## config.mk

```make
export PLATFORM = sky130hd
export DESIGN_NAME = bcd_time_loader
export DESIGN_NICKNAME = d
export VERILOG_FILES = /design/src/rtl/bcd_time_loader.sv
export SDC_FILE = /design/constraint.sdc
export NUM_CORES = 1
export LEC_CHECK = 0
export ABC_AREA = 1
export CORE_MARGIN = 2
export CORE_UTILIZATION = 51
export CTS_BUF_LIST = sky130_fd_sc_hd__clkbuf_2
export DETAILED_ROUTE_END_ITERATION = 6
export GPL_TIMING_DRIVEN = 0
export HOLD_SLACK_MARGIN = 0.06
export PLACE_DENSITY = 0.79
export SYNTH_ARGS = -nofsm -noshare
export SYNTH_HDL_FRONTEND = slang
export SYNTH_SLANG_ARGS = --single-unit
```

## constraint.sdc

```tcl
create_clock -name clk -period 2.8 [get_ports clk]
set_input_delay 0.28 -clock clk [delete_from_list [all_inputs] [get_ports clk]]
set_output_delay 0.28 -clock clk [all_outputs]
set_load 0.05 [all_outputs]
```

## src/rtl/bcd_time_loader.sv

```systemverilog
// Keypad-loaded MM:SS BCD countdown timer. Digits shift in from the right while idle
// or paused, then count down once per 1 Hz tick under start/stop control.
module bcd_time_loader #(
  parameter logic [3:0] SEC_TENS_MAX = 4'd5,
  parameter logic [3:0] DIGIT_MAX    = 4'd9
) (
  input  logic       clk,
  input  logic       clearn,
  input  logic       load,
  input  logic [3:0] digit,
  input  logic       pgt_1hz,
  input  logic       start,
  input  logic       stop,
  output logic [3:0] min_tens,
  output logic [3:0] min_ones,
  output logic [3:0] sec_tens,
  output logic [3:0] sec_ones,
  output logic       running,
  output logic       done,
  output logic       zero
);

  localparam logic [1:0] S_IDLE  = 2'd0;
  localparam logic [1:0] S_RUN   = 2'd1;
  localparam logic [1:0] S_PAUSE = 2'd2;
  localparam logic [1:0] S_DONE  = 2'd3;

  logic [1:0] state_q, state_d;
  logic [3:0] min_tens_q, min_tens_d;
  logic [3:0] min_ones_q, min_ones_d;
  logic [3:0] sec_tens_q, sec_tens_d;
  logic [3:0] sec_ones_q, sec_ones_d;

  logic load_q, tick_q, start_q, stop_q;
  logic load_p, tick_p, start_p, stop_p;

  logic [3:0] dec_min_tens, dec_min_ones, dec_sec_tens, dec_sec_ones;
  logic       cur_zero, dec_zero, digit_ok;

  always_comb begin
    load_p  = load    & ~load_q;
    tick_p  = pgt_1hz & ~tick_q;
    start_p = start   & ~start_q;
    stop_p  = stop    & ~stop_q;
  end

  assign digit_ok = (digit <= DIGIT_MAX);
  assign cur_zero = (min_tens_q == 4'd0) && (min_ones_q == 4'd0) &&
                    (sec_tens_q == 4'd0) && (sec_ones_q == 4'd0);

  // One-second BCD decrement with borrow rippling from seconds into minutes.
  always_comb begin
    dec_min_tens = min_tens_q;
    dec_min_ones = min_ones_q;
    dec_sec_tens = sec_tens_q;
    dec_sec_ones = sec_ones_q;
    if (sec_ones_q != 4'd0) begin
      dec_sec_ones = sec_ones_q - 4'd1;
    end else begin
      dec_sec_ones = 4'd9;
      if (sec_tens_q != 4'd0) begin
        dec_sec_tens = sec_tens_q - 4'd1;
      end else begin
        dec_sec_tens = SEC_TENS_MAX;
        if (min_ones_q != 4'd0) begin
          dec_min_ones = min_ones_q - 4'd1;
        end else begin
          dec_min_ones = 4'd9;
          dec_min_tens = min_tens_q - 4'd1;
        end
      end
    end
  end

  assign dec_zero = (dec_min_tens == 4'd0) && (dec_min_ones == 4'd0) &&
                    (dec_sec_tens == 4'd0) && (dec_sec_ones == 4'd0);

  always_comb begin
    state_d    = state_q;
    min_tens_d = min_tens_q;
    min_ones_d = min_ones_q;
    sec_tens_d = sec_tens_q;
    sec_ones_d = sec_ones_q;
    case (state_q)
      S_IDLE, S_PAUSE: begin
        if (stop_p) begin
          min_tens_d = '0;
          min_ones_d = '0;
          sec_tens_d = '0;
          sec_ones_d = '0;
          state_d    = S_IDLE;
        end else if (start_p) begin
          if (!cur_zero) state_d = S_RUN;
        end else if (load_p && digit_ok) begin
          min_tens_d = min_ones_q;
          min_ones_d = sec_tens_q;
          sec_tens_d = sec_ones_q;
          sec_ones_d = digit;
        end
      end
      S_RUN: begin
        if (stop_p) begin
          state_d = S_PAUSE;
        end else if (tick_p) begin
          min_tens_d = dec_min_tens;
          min_ones_d = dec_min_ones;
          sec_tens_d = dec_sec_tens;
          sec_ones_d = dec_sec_ones;
          if (dec_zero) state_d = S_DONE;
        end
      end
      S_DONE: begin
        if (stop_p || start_p) state_d = S_IDLE;
      end
      default: state_d = S_IDLE;
    endcase
  end

  always_ff @(posedge clk or negedge clearn) begin
    if (!clearn) begin
      state_q    <= S_IDLE;
      min_tens_q <= '0;
      min_ones_q <= '0;
      sec_tens_q <= '0;
      sec_ones_q <= '0;
      load_q     <= 1'b0;
      tick_q     <= 1'b0;
      start_q    <= 1'b0;
      stop_q     <= 1'b0;
    end else begin
      state_q    <= state_d;
      min_tens_q <= min_tens_d;
      min_ones_q <= min_ones_d;
      sec_tens_q <= sec_tens_d;
      sec_ones_q <= sec_ones_d;
      load_q     <= load;
      tick_q     <= pgt_1hz;
      start_q    <= start;
      stop_q     <= stop;
    end
  end

  assign min_tens = min_tens_q;
  assign min_ones = min_ones_q;
  assign sec_tens = sec_tens_q;
  assign sec_ones = sec_ones_q;
  assign running  = (state_q == S_RUN);
  assign done     = (state_q == S_DONE);
  assign zero     = cur_zero;

endmodule

```

[Yosys cells after proc, flatten, opt, wreduce, memory -nomap -nowiden]
Index checks and enable logic that the tools add are counted.
Word-level totals
  output and inout bits: 19
  register bits after elaboration: 22
  input bits: 10
  word-level logic and storage cells: 99
Cells by class
  bitwise operators: 8
  order comparisons: 1
  reductions and logical operators: 24
  $add $sub $neg: 4
  muxes and demuxes: 41
  eq/ne operators: 12
Operators by type and width (number)
  $mux 4: 29
  $logic_not 4->1: 8
  $pmux 4 s2: 4
  $sub 4x1->4 const B: 4
  $mux 2: 7
  $ne 3x3->1 const B: 4
  $reduce_bool 4->1: 3
  $reduce_and 5->1: 2
  $logic_and 1x1->1: 7
  $ne 3x1->1 const B: 2
  $pmux 2 s3: 1
  $and 1x1->1: 4
  $eq 2x2->1 const B: 2
  $le 4x4->1 const B: 1
  $ne 2x1->1 const B: 2
  $not 1->1: 4
  $eq 2x1->1 const B: 1
  $logic_not 2->1: 1
  $ne 2x2->1 const B: 1
  $reduce_bool 2->1: 1
  $reduce_or 2->1: 1
  $logic_or 1x1->1: 1

[Longest topological paths before layout]
  word-level depth: 12
  depth in mapped cells: 13

[Worst setup path after synthesis]
No wires, ideal clock.
  path kind: register to output
  from: register sec_ones_q[2] (netlist: sec_ones[2])
  to: output zero
  required time: 2.520 ns
  setup slack: 0.953 ns
  stages on the path, launching flop included: 6
  buffers on the path: 0
  arrival: 1.567 ns
  cells stage by stage: dfrtp_1 -> nor2_1 -> nand2_4 -> nor2_8 -> nand3_1 -> inv_1
On the way
  longest elaborated chain between the ends: 2
Ends and longest elaborated chain
  from (decl): line 32  | logic [3:0] sec_ones_q, sec_ones_d;
  from (signal assigned): line 135  | sec_ones_q <= sec_ones_d;
  $logic_not 4->1: line 49  | (sec_tens_q == 4'd0) && (sec_ones_q == 4'd0);
  $logic_and 1x1->1: line 49
  to (decl): line 20  | output logic zero
No other way between the ends.

[Worst setup path after layout]
  from: register state_q[1]
  to: output running
On the way
  longest elaborated chain between the ends: 1
Ends and longest elaborated chain
  from (decl): line 28  | logic [1:0] state_q, state_d;
  from (signal assigned): line 131  | state_q <= state_d;
  $eq 2x1->1: line 147  | assign running = (state_q == S_RUN);
  to (decl): line 18  | output logic running,
No other way between the ends.

==> summary.txt <==
Detailed routing
  • Vias: 1,482
  • DRC violations left: 0
  • Drt pass-1 iters: 4
  • Drt total wl: 3660 um
  • 1st-iter DRT viols: between 40 and 50
  • Vias per Instance: 5.45
  • Antenna Violating Nets Remaining: 0
  • Wire length per cell: approximately 13 um

Critical path
  • Crit end category: output pin
  • Crit path cell chain: nor2_1, buf_4, clkdlybuf4s50_1
  • Slowest stage cell, crit path: clkdlybuf4s50_1
  • Worst Path Max Fanout: 10
  • Critical Path RT: 2.52 ns
  • Critical path class: reg -> out
  • Reg2reg start: stop_q$_DFF_PN0_
  • Worst endpoint data arrival time: 2.29 ns
  • Crit path buf inv count: 2
  • CP delay by family, top: buffers and inverters
  • Crit. Startpoint: state_q[1]$_DFFE_PN0P_
  • Worst reg-to-reg setup slack: 0.83 ns
  • Slowest Stage Delay on Critical Path: 0.82 ns
  • Startpoint Class: flop

Timing
  • Rel. slew slack: 30.6%
  • Period utilisation layout: 91.9%
  • Slew Limit Fails: 0
  • Final Skew: 0.0272 ns
  • Final setup violation count: 0
  • Min Tclk post-route: between 2 and 3 ns
  • Fmax: 0.388 GHz
  • Worst Tran Pin Value: 1.04 ns
  • Unrepaired setup endpoints after global routing: false
  • Setup TNS: 0 ns
  • Final hold viol count: 0

Placed design
  • Cells after DPL: 268
  • Routability cong.: 0.856
  • Dpl hpwl: 2710 um
  • Placed Area: approximately 1800 um^2
  • Buffers added on ports: 28

Synth
  • Mapped Cells: 209
  • Synth Register Bits: 22
  • YS warnings: 0
  • Async S/R FF share, synth: 100%
  • Syn Area/Cell: about 6.9 um^2
  • Post-synth top area cell: dfrtp_1
  • Dominant cells by area after synthesis: dfrtp_1 38%, nand2_1 14%, o21ai_0 8.0%, inv_1 7.5%, nor2_1 6.0%
  • Netlist cell types: 27
  • Synth Net Count: 221
  • Synth Flop Type: dfrtp_1
  • Post-Synthesis Cell Area: 1450 um^2
  • Post-synth top area share: 38.1%
  • EDFF count, synth: 0
  • Sequential share of the synthesized area: 38.1%

Layout
  • # diodes: 0
  • Post-route cell area: 1790 um^2
  • Layout Cells excl Fill: 272
  • Final Util: between 60% and 70%
  • Area Growth Syn to Fin: 23.5%
  • NumNets Final: 254
  • Share of cells above drive strength 1: 4.15%

GRT
  • Largest net degree at the start of global routing: 23
  • First-pass GRT wire length: 6210 um
  • GRT Util Overall: 24.1%
  • Initial antenna violation count: 0
  • Congestion Overflow GR: 0
  • Vias in the first global route: 1,427

Floorplan
  • CORE AREA: 2730 um^2
  • Die height: 57.3 um
  • IO Count: 29
  • Row count: 19
  • Die W: 57.3 um
  • Die Area: between 3000 and 4000 um^2
  • Starting density of the core: between 50% and 60%

Flow run
  • Maximum capacitance violations: 0

Clock tree
  • Maximum buffer depth of the clock tree: 2
  • Clock Tree Root: clkbuf_2
  • Clk pin slew, worst setup/hold paths: around 0.24 ns
  • CTS H-Tree Depth: 1
  • Worst-skew pair later-pin latency: 0.35 ns
  • Setup Buffers After CTS: 0
  • TritonCTS clock tree: built
  • CTS Buf Count: 3
  • Clock Sinks: 22

Power and ir drop
  • Total power: ~2.4 mW
  • VDD IR max: about 0.00086 V
  • PD cells: 1340 nW/um^2
  • Leakage Power: 0.911 nW

Min path
  • Worst hold path class: in -> reg
  • HP Start: start

Run status
  • Status: completed
## flip-flops by register name, summed over array words and instances, names as in the netlist
signal	flops
start_q	1
stop_q	1
state_q	2
tick_q	1
sec_ones	4
sec_tens	4
load_q	1
min_ones	4
min_tens	4
## path summary, 6_finish.rpt
path,end,cells past startpoint
max in group asynchronous,stop_q$_DFF_PN0_,1
worst max register to register,min_ones[3]$_DFFE_PN0P_,8
min in group asynchronous,min_tens[2]$_DFFE_PN0P_,1
worst max-delay path,running,3
worst min register to register,min_ones[0]$_DFFE_PN0P_,2
worst min-delay path,start_q$_DFF_PN0_,1
## cell families after synthesis
family / synth area share [%]
compound gates: 17.9
flops: 38.1
buf+inv: 9.43
xor+xnor: 1.21
fa+ha+maj: 1.73
simple gates: 31.7
## routing by layer
metal	GRT usage [%]	vias up	wire length (um)
met5	0	-	0
met2	41.2	47	1810
met4	8.64	0	30
li1	-	745	-
met3	3.85	5	186
met1	30.8	685	1630
## per-stage QoR
stage / hold WS [ns] / setup slack, ns
finish: 0.354 / 0.226
global route: 0.341 / 0.105
CTS: 0.369 / 0.114
detailed placement: 0.527 / 0.475
global placement: 0.523 / 0.491
floorplan: -0.0156 / 0.953
## layout by cell type (no fill, tap or decap)
master and n:
clkdlybuf4s50_1 27, a2bb2oi_1 1, inv_1 29, nor2_1 23, nor3_1 2, clkinv_1 2
xor2_1 2, a21oi_1 11, o211ai_1 1, inv_2 1, o21ai_1 1, ha_1 2
nand3_1 13, o31ai_1 3, nand4_1 1, nand2_1 55, nor2_4 1, a22o_1 1
dlymetal6s2s_1 1, nand2_4 2, clkbuf_1 2, nand3b_1 4, dfrtp_1 22, a22oi_1 4
a31oi_1 1, nor2_8 1, clkbuf_2 3, o21ai_0 23, buf_4 1, buf_2 1
## cells in the mapped netlist (2+ instances only)
cell type and n:
nand2_1 55, inv_1 29, nor2_1 23, o21ai_0 23
dfrtp_1 22, nand3_1 13, a21oi_1 11, a22oi_1 4
nand3b_1 4, o31ai_1 3, clkbuf_1 2, ha_1 2
nand2_4 2, nor3_1 2, xor2_1 2
## repair_timing
action / CTS / global route
endpoints found under the setup margin: 0 / 1
hold endpoints to repair: 0 / 0
resized for setup: 0 / 1
hold buffers: 0 / 0
## layout make-up
type | count | area (um^2)
inverter | 31 | 116
tap | 31 | 38.8
clock inverter | 1 | 3.75
timing repair buffer | 28 | 283
multi-input combinational | 152 | 759
sequential | 22 | 551
buffer | 4 | 20.0
fill | 247 | 947
clock buffer | 3 | 15.0
## power breakdown
group	switching, mW	internal (mW)	total (mW)
sequential	0.166	0.442	0.609
combinational	1.12	0.529	1.64
clock	0.106	0.0310	0.137
total	1.39	1.00	2.39
Note: power is estimated with default switching activity, not from simulation.
